File: config.mk
export PLATFORM = sky130hd
export DESIGN_NAME = capture_sequencer
export DESIGN_NICKNAME = d
export VERILOG_FILES = /design/src/rtl/capture_pkg.sv /design/src/rtl/trig_detect.sv /design/src/rtl/capture_sequencer.sv
export SDC_FILE = /design/constraint.sdc
export NUM_CORES = 1
export LEC_CHECK = 0
export BUFFER_PORTS_ARGS = -buffer_cell sky130_fd_sc_hd__buf_4
export CAP_MARGIN = 15
export CELL_PAD_IN_SITES_DETAIL_PLACEMENT = 2
export CELL_PAD_IN_SITES_GLOBAL_PLACEMENT = 2
export CORE_ASPECT_RATIO = 1.4
export CORE_MARGIN = 3
export CORE_UTILIZATION = 29
export CTS_CLUSTER_DIAMETER = 60
export DETAILED_ROUTE_END_ITERATION = 6
export PLACE_DENSITY = 0.86
export SLEW_MARGIN = 20
export SYNTH_ARGS = -nofsm -noshare
export SYNTH_HDL_FRONTEND = slang
export SYNTH_SLANG_ARGS = --single-unit
File: constraint.sdc
create_clock -name clk_adc -period 1.55 [get_ports clk_adc]
set_input_delay 0.155 -clock clk_adc [delete_from_list [all_inputs] [get_ports clk_adc]]
set_output_delay 0.155 -clock clk_adc [all_outputs]
set_load 0.03 [all_outputs]
File: src/rtl/capture_pkg.sv
// Shared types and default sizes for the ADC capture sequencer.
package capture_pkg;

    localparam int DEF_DATA_W = 14;
    localparam int DEF_ADDR_W = 11;
    localparam int CAPT_DEPTH = 2 ** DEF_ADDR_W;

    typedef enum logic [2:0] {
        IDLE,
        ARMED,
        WAIT_TRIG,
        CAPTURE,
        DONE,
        HOLD
    } capt_state_t;

endpackage

File: src/rtl/trig_detect.sv
// Threshold comparator with a two-deep history; reports the crossing edge
// selected by rising (1 = low-to-high, 0 = high-to-low).
module trig_detect
    import capture_pkg::*;
#(
    parameter int DATA_W = DEF_DATA_W
) (
    input  logic              clk_adc,
    input  logic              reset,
    input  logic [DATA_W-1:0] adc_data,
    input  logic [DATA_W-1:0] level,
    input  logic              rising,
    input  logic              clear,
    output logic              trigger
);

    logic t1_reg;
    logic t2_reg;

    always_ff @(posedge clk_adc or posedge reset) begin
        if (reset) begin
            t1_reg <= 1'b0;
            t2_reg <= 1'b0;
        end else if (clear) begin
            t1_reg <= 1'b0;
            t2_reg <= 1'b0;
        end else begin
            t1_reg <= (adc_data >= level);
            t2_reg <= t1_reg;
        end
    end

    assign trigger = rising ? (t1_reg & ~t2_reg) : (~t1_reg & t2_reg);

endmodule

File: src/rtl/capture_sequencer.sv
// Arm / trigger / capture sequencer writing one buffer of ADC samples to RAM.
// Define AUTO_TRIG_EN to force a capture after AUTO_TIMEOUT cycles without a trigger.
module capture_sequencer
    import capture_pkg::*;
#(
    parameter int DATA_W       = DEF_DATA_W,
    parameter int ADDR_W       = DEF_ADDR_W,
    parameter int AUTO_TIMEOUT = 65535
) (
    input  logic              clk_adc,
    input  logic              reset,
    input  logic              enable,
    input  logic              single,
    input  logic [DATA_W-1:0] trig_level,
    input  logic              trig_rising,
    input  logic [DATA_W-1:0] adc_data,
    input  logic              done_ack,
    output logic              write_enable,
    output logic [ADDR_W-1:0] wr_addr,
    output logic [DATA_W-1:0] wr_data,
    output logic              capture_done,
    output logic              busy,
    output logic              trig_forced
);

    capt_state_t       state_reg;
    logic              arm_cnt_reg;
    logic [DATA_W-1:0] level_reg;
    logic              rising_reg;
    logic              arm_clear;
    logic              trigger;
    logic              timeout_hit;

    assign arm_clear = (state_reg == ARMED);

    trig_detect #(
        .DATA_W(DATA_W)
    ) u_trig_detect (
        .clk_adc (clk_adc),
        .reset   (reset),
        .adc_data(adc_data),
        .level   (level_reg),
        .rising  (rising_reg),
        .clear   (arm_clear),
        .trigger (trigger)
    );

`ifdef AUTO_TRIG_EN
    localparam int TO_W = (AUTO_TIMEOUT > 1) ? $clog2(AUTO_TIMEOUT + 1) : 1;

    logic [TO_W-1:0] timeout_cnt_reg;
    logic            trig_forced_reg;

    always_ff @(posedge clk_adc or posedge reset) begin
        if (reset) begin
            timeout_cnt_reg <= '0;
        end else if (state_reg == WAIT_TRIG) begin
            timeout_cnt_reg <= timeout_cnt_reg + TO_W'(1);
        end else begin
            timeout_cnt_reg <= '0;
        end
    end

    assign timeout_hit = (timeout_cnt_reg == TO_W'(AUTO_TIMEOUT - 1));

    // The forced flag describes the buffer in flight, so it lives until the next arm.
    always_ff @(posedge clk_adc or posedge reset) begin
        if (reset) begin
            trig_forced_reg <= 1'b0;
        end else if ((state_reg == IDLE && enable) ||
                     (state_reg == DONE && done_ack && enable && !single)) begin
            trig_forced_reg <= 1'b0;
        end else if (state_reg == WAIT_TRIG && enable && !trigger && timeout_hit) begin
            trig_forced_reg <= 1'b1;
        end
    end

    assign trig_forced = trig_forced_reg;
`else
    // No timeout hardware: waiting for a trigger is unbounded.
    assign timeout_hit = 1'b0 && (AUTO_TIMEOUT != 0);
    assign trig_forced = 1'b0;
`endif

    always_ff @(posedge clk_adc or posedge reset) begin
        if (reset) begin
            wr_data <= '0;
        end else begin
            wr_data <= adc_data;
        end
    end

    always_ff @(posedge clk_adc or posedge reset) begin
        if (reset) begin
            state_reg    <= IDLE;
            arm_cnt_reg  <= 1'b0;
            level_reg    <= '0;
            rising_reg   <= 1'b0;
            write_enable <= 1'b0;
            wr_addr      <= '0;
            capture_done <= 1'b0;
            busy         <= 1'b0;
        end else begin
            case (state_reg)
                IDLE: begin
                    if (enable) begin
                        state_reg   <= ARMED;
                        arm_cnt_reg <= 1'b0;
                        busy        <= 1'b1;
                    end
                end
                ARMED: begin
                    level_reg  <= trig_level;
                    rising_reg <= trig_rising;
                    if (!enable) begin
                        state_reg <= IDLE;
                        busy      <= 1'b0;
                    end else if (arm_cnt_reg) begin
                        state_reg <= WAIT_TRIG;
                    end else begin
                        arm_cnt_reg <= 1'b1;
                    end
                end
                WAIT_TRIG: begin
                    if (!enable) begin
                        state_reg <= IDLE;
                        busy      <= 1'b0;
                    end else if (trigger || timeout_hit) begin
                        state_reg    <= CAPTURE;
                        write_enable <= 1'b1;
                        wr_addr      <= '0;
                    end
                end
                CAPTURE: begin
                    if (!enable) begin
                        state_reg    <= IDLE;
                        busy         <= 1'b0;
                        write_enable <= 1'b0;
                        wr_addr      <= '0;
                    end else if (&wr_addr) begin
                        // Last address just written: stop before the counter wraps.
                        state_reg    <= DONE;
                        busy         <= 1'b0;
                        write_enable <= 1'b0;
                        wr_addr      <= '0;
                        capture_done <= 1'b1;
                    end else begin
                        wr_addr <= wr_addr + ADDR_W'(1);
                    end
                end
                DONE: begin
                    if (done_ack) begin
                        capture_done <= 1'b0;
                        if (!enable) begin
                            state_reg <= IDLE;
                        end else if (single) begin
                            state_reg <= HOLD;
                        end else begin
                            state_reg   <= ARMED;
                            arm_cnt_reg <= 1'b0;
                            busy        <= 1'b1;
                        end
                    end
                end
                HOLD: begin
                    if (!enable) begin
                        state_reg <= IDLE;
                    end
                end
                default: begin
                    state_reg    <= IDLE;
                    busy         <= 1'b0;
                    write_enable <= 1'b0;
                    wr_addr      <= '0;
                    capture_done <= 1'b0;
                end
            endcase
        end
    end

endmodule
==> results of run 1 <==
-- per-layer routing --
metal / vias to the layer above / share of wire / track usage
li1: 1022 / - / -
met1: 1076 / 0.39 / 0.195
met2: 45 / 0.57 / 0.328
met3: 7 / 0.031 / 0.0276
met4: 0 / 0.014 / 0.0523
met5: - / 0 / 0
-- worst max-delay path, cell delays in order, from the launching register on --
cell	delay, ns
dfrtp_2	0.44
ha_4	0.16
and4_4	0.22
a31oi_4	0.27
nor3b_2	0.07
mux2_2	0.26
-- synth_stat cells, types with 3 or more instances --
library cell	count	share of area
o31ai_1	4	0.013
and3_1	3	0.0079
nand2_1	24	0.038
a22o_1	4	0.015
nand2b_1	4	0.010
inv_1	16	0.025
o21ai_0	28	0.059
mux2_2	4	0.019
a31oi_1	4	0.010
nor2b_1	5	0.013
buf_2	6	0.013
a21oi_1	12	0.025
nor2_1	14	0.022
dfrtp_1	49	0.51
a21o_1	3	0.0094
clkbuf_1	3	0.0047
buf_4	3	0.0094
nand3_1	4	0.0084
ha_1	15	0.078
-- cell families (layout without fill, tap and decap cells) --
group	count (synthesis)	in the layout	share of synthesized area
flip-flops	49	49	0.513
other	1	1	0.00157
buffers and inverters	29	130	0.0534
AND/OR/NAND/NOR	70	70	0.155
adder cells (fa/ha/maj)	15	15	0.0785
AO/OA/AOI/OAI	65	66	0.180
multiplexers	4	4	0.0188
-- power by group through the flow --
stage / clock network (uW) / registers (uW) / logic, uW
2_1_floorplan: 0 / 1870 / 1110
3_3_place_gp: 0 / 1770 / 1780
3_5_place_dp: 0 / 1800 / 1890
4_1_cts: 1130 / 1780 / 1950
5_1_grt: 1190 / 1820 / 2360
6_report: 1110 / 1770 / 2090
-- timing repair --
action	in CTS	in global routing
endpoints found under the hold margin	63	0
pin swaps	1	3
resized for setup	2	15
hold buffers	15	0
setup buffers	1	2
cloned	1	0
setup endpoints to repair	4	25
-- path summary, 6_finish.rpt --
check | end | slack (ns) | cells after the start
setup / recovery | state_reg[2] | 0.02 | 5
hold / removal | level_reg[10] | 0.05 | 3
setup reg to reg | state_reg[2] | 0.02 | 5
hold reg to reg | wr_addr[10] | 0.52 | 1
max in group asynchronous | wr_addr[0] | 0.85 | 4
min in group asynchronous | wr_addr[6] | 0.46 | 4
-- layout make-up --
cell class | count | area (um2) | share of cell area
clock inverter | 3 | 65.1 | 0.0184
tap | 100 | 125 | 0.0355
multi-input combinational | 156 | 1130 | 0.320
clock buffer | 5 | 68.8 | 0.0195
sequential | 49 | 1230 | 0.348
inverter | 17 | 66.3 | 0.0188
timing repair buffer | 105 | 846 | 0.240
-- per-stage QoR --
step	total power, uW	std cells
after CTS	4860	433
after detailed placement	3690	408
after global placement	3560	408
after floorplan	2980	233
final	4980	435
after global routing	5380	435
==> flow_summary.ini, run 1 <==
[outcome]
status = finished clean

[clock_tree]
cts_root_buf = clkbuf_8
clkSlewWorstSetupHoldPaths_ns = 0.10
clkSinkCount = 49
cts.htree.levels = 2
cts_buffer_depth = 2
cts_buffers = 5
cts_tree = yes
clock_latency_ns = 0.31

[placed_design]
place_congestion = 0.817
port_buffers = 61
dp.final_hpwl_um = 5230
dpl_worst_slack_ns = -0.0608
place_area_um2 = 3140

[final_layout]
layout_commonest_cell = buf_4
fin_nets = 383
final_cell_mix = buf_4, dfrtp_1, o21ai_0
area.growth.synth_to_final_pct = 47.6
layout-drive-gt1-share = 0.367
final_util = 0.447
nFillCells = 867
design_area_um2 = 3530
antenna_cells = 0

[routing]
wire_per_inst_um = 17.6
drcViolationCount = 0
drtIter0Drc = 79
vias = 2150
drtPass1Iterations = 4
via_per_inst = 4.94
postRouteAntennaNets = 0
wl_um = 7660

[floorplanning]
die_w_um = 82.7
dieArea_um2 = 9390
num_rows = 38
coreArea_um2 = 7890
start_util = 0.303
ioPinCount = 63
fp.dieH_um = 113

[sta]
fin_skew_ns = 0.00362
slew_violations = 0
finalSetupViolations = 0
rsz0062_at_grt = yes
fin_crit_ns = 1.53
whs_ns = 0.0481
max_freq_mhz = 653
fin_tns_setup_ns = 0
finalHoldViolCount = 0
period_share = 0.988
fin_ws_ns = 0.0186

[pwr]
powerDensity_nw_per_um2 = 1410
power_frac_comb = 0.420
p_sw_frac = 0.357
p_leak_uw = 0.00169
p_switching_uw = 1780
p_int_uw = 3200
p_clk_frac = 0.223
pwr-share-seq = 0.356
ir_worst_vdd_uv = 684

[global_routing]
antenna_found_initial = 0
grt_max_degree = 50
grt_pass1_vias = 2415
grt_overflow = 0
grt_use_total = 0.175
grt_pass1_wl_um = 12400

[hold_path]
worst_hold_startpoint = trig_level[10]
hold_path_class = in -> reg

[critical_path]
cp-end-kind = register
worstSetupStartpoint = wr_addr[0]
crit_fanout = 5
crit_type = reg -> reg
cp-start-kind = register
timing.rr.start = wr_addr[0]
crit_arrival_ns = 1.74
cp.required_ns = 1.75

[run]
cap_violations = 0

[logic_synthesis]
synth_warnings = 0
syn_nets = 282
synth-seq-cells = 49
synth_seq_area_share = 0.513
ys.flop_type = dfrtp_1
synth_area_um2 = 2390
synth_cells = 233
synth_cell_types = 42
ys_async_sr_fraction = 1.00
synth_edf_count = 0
syn_area_per_cell_um2 = 10.3
(Power assumes the default switching activity.)
==> run 2: changes to the inputs <==
--- a/config.mk
+++ b/config.mk
@@ -5,17 +5,19 @@
 export SDC_FILE = /design/constraint.sdc
 export NUM_CORES = 1
 export LEC_CHECK = 0
+export ABC_AREA = 1
 export BUFFER_PORTS_ARGS = -buffer_cell sky130_fd_sc_hd__buf_4
 export CAP_MARGIN = 15
 export CELL_PAD_IN_SITES_DETAIL_PLACEMENT = 2
 export CELL_PAD_IN_SITES_GLOBAL_PLACEMENT = 2
 export CORE_ASPECT_RATIO = 1.4
 export CORE_MARGIN = 3
-export CORE_UTILIZATION = 29
+export CORE_UTILIZATION = 27
 export CTS_CLUSTER_DIAMETER = 60
 export DETAILED_ROUTE_END_ITERATION = 6
 export PLACE_DENSITY = 0.86
 export SLEW_MARGIN = 20
 export SYNTH_ARGS = -nofsm -noshare
 export SYNTH_HDL_FRONTEND = slang
+export SYNTH_HIERARCHICAL = 1
 export SYNTH_SLANG_ARGS = --single-unit
==> run 2 against run 1 <==
Effect of this change: maximum frequency up 4.0%; sequential power up 7%; wire length up 12%; critical path depth up 6; cell count up 21%; register-to-register slack better by 0.07 ns; global-route usage down 1.2 points; highest routed layer unchanged.
==> flow_summary.ini, run 2 <==
[logic_synthesis]
synth_warnings = 6
synth_cell_types = 27
synth_top_family_by_area = simple AND/OR/NAND/NOR gates
synth-simple-area-share = 0.322
syn_nets = 377
synth_top_area_share = 0.469
synth_most_common_cell = nand2_1
yosys-mux-area-fraction = 0
synth_top_cells_by_area = dfrtp_1, nand2_1, ha_1, inv_1, nor2_1
netlist_top_cells_count = nand2_1, dfrtp_1, inv_1
synth-xor-area-share = 0.0100
synth-seq-cells = 49
synth_seq_area_share = 0.469
yosys.area_share.adder = 0.0718
synth_top_area_cell = dfrtp_1
synth_area_um2 = 2620
synth_edf_count = 0
ys.flop_type = dfrtp_1
ys_async_sr_fraction = 1.00
synth_compound_area_frac = 0.0330
syn_area_per_cell_um2 = 7.97
synth_cells = 328

[placed_design]
place_area_um2 = 3280
place_congestion = 0.795
dp_cells = 503
dp.final_hpwl_um = 6210
port_buffers = 61

[sta]
finalHoldViolCount = 0
fin_crit_ns = 1.47
whs_ns = 0.0698
period_share = 0.950
rsz0062_at_grt = yes
max_freq_mhz = 679
finalSetupViolations = 0
fin_tns_setup_ns = 0
fin_skew_ns = 0.00682
slew_violations = 0

[floorplanning]
start_util = 0.283
coreArea_um2 = 9230
dieArea_um2 = 10900
num_rows = 41
ioPinCount = 63
die_w_um = 89.2
fp.dieH_um = 122

[critical_path]
cp-start-kind = primary input
crit_arrival_ns = 1.65
cp-end-kind = register
reg2reg_slack_ns = 0.09
worstRegToRegCells = 11
reg2reg_to = wr_addr[9]
crit_type = in -> reg
worstSetupStartpoint = adc_data[2]
timing.rr.start = u_trig_detect/t1_reg
crit_fanout = 2
cp.required_ns = 1.72

[routing]
via_per_inst = 4.70
wire_per_inst_um = 16.3
drcViolationCount = 0
vias = 2470
wl_um = 8570
drtPass1Iterations = 4
postRouteAntennaNets = 0
drtIter0Drc = 40

[global_routing]
grt_pass1_vias = 2880
grt_max_degree = 29
grt_overflow = 0
grt_pass1_wl_um = 13600
grt_use_total = 0.163
antenna_found_initial = 0

[hold_path]
hold_end = level_reg[4]
worst_hold_startpoint = trig_level[4]
holdPathStages = 3
hold_path_class = in -> reg

[final_layout]
fin_nets = 467
design_area_um2 = 3670
layout_commonest_cell = nand2_1
final_cell_mix = nand2_1, buf_4, dfrtp_1
stdcell_count = 526
area.growth.synth_to_final_pct = 40.5
nFillCells = 1064
layout-drive-gt1-share = 0.308
antenna_cells = 0

[clock_tree]
cts_buffer_depth = 2
cts.htree.levels = 2
cts_root_buf = clkbuf_16
clock_latency_ns = 0.29
cts_buffers = 5
cts_setup_buffers = 0
cts_tree = yes
clkSinkCount = 49
clkSlewWorstSetupHoldPaths_ns = 0.07

[pwr]
powerDensity_nw_per_um2 = 1510
p_leak_uw = 0.00198
ir_worst_vdd_uv = 582

[run]
cap_violations = 0

[outcome]
status = finished clean
run 2: cell count changes after synthesis, sizes merged, moves of 5 or more:
cell | previous run | this run
a21oi | 12 | 7
inv | 17 | 51
a31oi | 5 | 0
nand3 | 4 | 18
nor2 | 14 | 33
nor2b | 5 | 0
nand2 | 24 | 125
nand4 | 2 | 7
o21ai | 28 | 8
run 2: cell families after synthesis:
group                    after synthesis
XOR/XNOR                               3
flip-flops                            49
buffers and inverters                 58
AND/OR/NAND/NOR                      186
AO/OA/AOI/OAI                         16
other                                  1
adder cells (fa/ha/maj)               15
run 2: critical path, cell delays in order:
cell	delay, ns
dlygate4sd3_1	0.54
buf_4	0.15
ha_4	0.22
nand2_1	0.08
nor2_2	0.05
nand2_1	0.07
inv_1	0.05
nor2_2	0.12
nor2_2	0.05
nor2_2	0.12
nor2_1	0.05
run 2: layout make-up:
| class | count | area, um2 | share of cell area |
|---|---|---|---|
| flip-flops and latches | 49 | 1230 | 0.334 |
| repair buffers | 89 | 721 | 0.196 |
| multi-input cells | 221 | 1250 | 0.339 |
| clock buffers | 6 | 129 | 0.0351 |
| well taps | 107 | 134 | 0.0364 |
| clock inverters | 2 | 10.0 | 0.00272 |
| inverters | 52 | 206 | 0.0562 |
run 2: timing repair:
item | CTS | global route
endpoints found under the setup margin | 3 | 15
pin swaps | 0 | 13
hold endpoints to repair | 63 | 0
hold buffers | 15 | 0
gates resized for setup | 1 | 24
run 2: how the worst max path moves through the flow:
stage,end
2_1_floorplan,state_reg[0]
3_3_place_gp,wr_addr[5]
3_5_place_dp,wr_addr[7]
4_1_cts,u_trig_detect/t1_reg
5_1_grt,wr_addr[9]
6_report,u_trig_detect/t1_reg
run 2: power breakdown:
part	leakage, uW	internal [uW]	switching [uW]	total, uW
clock network	0.0000706	595	491	1090
registers	0.000616	1620	270	1890
logic	0.00129	955	1620	2580
total	0.00198	3170	2380	5550
run 2: per-layer routing:
metal	vias to the layer above	global-route usage	wire, um
met5	-	0	0
met4	0	0.0447	93
met3	5	0.0322	311
met2	53	0.320	5050
met1	1230	0.168	3110
li1	1182	-	-
run 2: through the flow:
stage | utilization | power [uW] | setup WS, ns
after floorplan | - | 3440 | 0.0458
after global placement | 0.355 | 4030 | 0.144
after detailed placement | 0.355 | 4230 | -0.00725
after CTS | 0.386 | 5380 | 0.00163
after global routing | 0.398 | 6010 | -0.0498
final | 0.398 | 5550 | 0.0781
==> run 3: changes to the inputs <==
--- a/config.mk
+++ b/config.mk
@@ -5,17 +5,17 @@
 export SDC_FILE = /design/constraint.sdc
 export NUM_CORES = 1
 export LEC_CHECK = 0
-export ABC_AREA = 1
+export ABC_AREA = 0
 export BUFFER_PORTS_ARGS = -buffer_cell sky130_fd_sc_hd__buf_4
 export CAP_MARGIN = 15
 export CELL_PAD_IN_SITES_DETAIL_PLACEMENT = 2
 export CELL_PAD_IN_SITES_GLOBAL_PLACEMENT = 2
 export CORE_ASPECT_RATIO = 1.4
 export CORE_MARGIN = 3
-export CORE_UTILIZATION = 27
+export CORE_UTILIZATION = 29
 export CTS_CLUSTER_DIAMETER = 60
 export DETAILED_ROUTE_END_ITERATION = 6
-export PLACE_DENSITY = 0.86
+export PLACE_DENSITY = 0.85
 export SLEW_MARGIN = 20
 export SYNTH_ARGS = -nofsm -noshare
 export SYNTH_HDL_FRONTEND = slang
==> run 3 against run 2 <==
Effect of this change: hold slack better by 0.022 ns; largest cell class is now sequential cells; sequential share of layout area is 2.0 points higher; cell count decreased by 20%; synthesized cell count down 34%; critical path type is now reg -> reg; critical endpoint is now wr_addr[5].
==> flow_summary.ini, run 3 <==
[pwr]
p_leak_uw = 0.00164
ir_worst_vdd_uv = 710
p_int_uw = 3200
pwr-share-seq = 0.375
p_clk_frac = 0.151
power_frac_comb = 0.474
p_sw_frac = 0.370
p_switching_uw = 1880
powerDensity_nw_per_um2 = 1460

[sta]
period_share = 0.972
slew_violations = 0
rsz0062_at_grt = yes
max_freq_mhz = 664
whs_ns = 0.0916
fin_skew_ns = 0.0111
fin_crit_ns = 1.51
finalHoldViolCount = 0
finalSetupViolations = 0

[clock_tree]
cts_buffer_depth = 2
clkSlewWorstSetupHoldPaths_ns = 0.10
cts_root_buf = clkbuf_8
cts.htree.levels = 2
cts_buffers = 5
clock_latency_ns = 0.30
clkSinkCount = 49
cts_tree = yes

[routing]
wl_um = 7420
drtPass1Iterations = 4
vias = 2074
via_per_inst = 4.93
postRouteAntennaNets = 0
drtIter0Drc = 50
wire_per_inst_um = 17.6
drcViolationCount = 0

[final_layout]
design_area_um2 = 3470
stdcell_count = 421
nFillCells = 833
layout-drive-gt1-share = 0.405
area.growth.synth_to_final_pct = 46.6
layout_commonest_cell = buf_4
fin_nets = 370
final_cell_mix = buf_4, dfrtp_1, inv_1
antenna_cells = 0

[critical_path]
path_cells = ha_4, and4_4, a41o_1, or3_1, o21ai_1
cp.required_ns = 1.79
cp-end-kind = register
slowest_stage = dfrtp_2
crit_type = reg -> reg
crit_arrival_ns = 1.74
max_stage_delay_ns = 0.43
cp-start-kind = register
crit_fanout = 6

[logic_synthesis]
yosys-mux-area-fraction = 0.0756
synth_compound_area_frac = 0.154
synth_cells = 218
synth_top_cells_by_area = dfrtp_1, ha_1, mux2_2, o21ai_0, inv_1
syn_nets = 267
synth-simple-area-share = 0.112
ys_async_sr_fraction = 1.00
ys.flop_type = dfrtp_1
synth_cell_types = 40
yosys.area_share.adder = 0.0793
synth_edf_count = 0
synth_top_area_share = 0.518
syn_area_per_cell_um2 = 10.9
synth_top_area_cell = dfrtp_1
synth_most_common_cell = dfrtp_1
synth_top_family_by_area = compound AO/OA/AOI/OAI gates
synth_warnings = 6
netlist_top_cells_count = dfrtp_1, inv_1, o21ai_0
synth-seq-cells = 49
synth-xor-area-share = 0
synth_seq_area_share = 0.518
synth_area_um2 = 2370

[placed_design]
dp.final_hpwl_um = 5580
port_buffers = 61
dp_cells = 395
place_congestion = 0.802
place_area_um2 = 3110

[floorplanning]
die_w_um = 82.3
dieArea_um2 = 9290
num_rows = 38
coreArea_um2 = 7850
fp.dieH_um = 113
start_util = 0.302
ioPinCount = 63

[global_routing]
grt_pass1_wl_um = 11900
grt_pass1_vias = 2436
antenna_found_initial = 0
grt_use_total = 0.167
grt_max_degree = 19
grt_overflow = 0

[run]
cap_violations = 0

[hold_path]
hold_path_class = in -> reg

[outcome]
status = finished clean
[run 3: through the flow]
stage / total power (uW) / TNS, ns / util / setup slack, ns
2_1_floorplan: 3270 / -0.476 / - / -0.142
3_3_place_gp: 3960 / -0.0102 / 0.397 / -0.0102
3_5_place_dp: 4110 / -0.467 / 0.397 / -0.0825
4_1_cts: 4980 / 0 / 0.432 / 0.00448
5_1_grt: 5500 / -0.0907 / 0.442 / -0.0260
6_report: 5080 / 0 / 0.442 / 0.0439
[run 3: area by class of cell]
class                   instances  area, um2  area share
multi-input cells             138       1100       0.317
well taps                     100        125      0.0361
inverters                      23       86.3      0.0249
clock buffers                   7       86.3      0.0249
flip-flops and latches         49       1230       0.354
repair buffers                104        843       0.243
[run 3: worst max-delay path, delay by kind of cell (launching register included)]
kind / cells / cell delay (ns)
adder cells (fa/ha/maj): 1 / 0.16
AND/OR/NAND/NOR: 2 / 0.54
flip-flops: 1 / 0.43
AO/OA/AOI/OAI: 2 / 0.31
[run 3: power groups by stage]
stage               Clock (uW)  Sequential [uW]  Combinational, uW
floorplan                    0             2040               1230
global placement             0             1890               2070
detailed placement           0             1930               2190
CTS                        796             1910               2270
global route               854             1960               2690
finish                     769             1900               2410
[run 3: path summary, 6_finish.rpt]
check,from,to,slack [ns],cells past startpoint
min reg2reg,level_reg[7],level_reg[7],0.51,1
max in group asynchronous,reset,wr_addr[0],0.61,4
min in group asynchronous,reset,u_trig_detect/t1_reg,0.28,3
max,wr_addr[1],wr_addr[5],0.04,5
max reg2reg,wr_addr[1],wr_addr[5],0.04,5
min,trig_level[7],level_reg[7],0.09,2
[run 3: timing repair]
action | 4_1_cts | 5_1_grt
pin swaps | 2 | 4
resized for setup | 7 | 17
hold endpoints to repair | 31 | 0
hold buffers | 15 | 0
setup endpoints to repair | 15 | 13
buffers inserted | 1 | 3
[run 3: kinds of logic (layout without fill, tap and decap cells)]
group           count (synthesis)  count (layout)
fa+ha+maj                      15              15
mux                            16              16
buf+inv                        31             134
simple gates                   49              49
compound gates                 57              57
other cells                     1               1
flops                          49              49
[run 3: metal layers]
| metal | GRT usage | vias up | part of all wire |
|---|---|---|---|
| li1 | - | 973 | - |
| met1 | 0.165 | 1051 | 0.36 |
| met2 | 0.340 | 45 | 0.60 |
| met3 | 0.0334 | 5 | 0.037 |
| met4 | 0.0333 | 0 | 0.0040 |
| met5 | 0 | - | 0 |
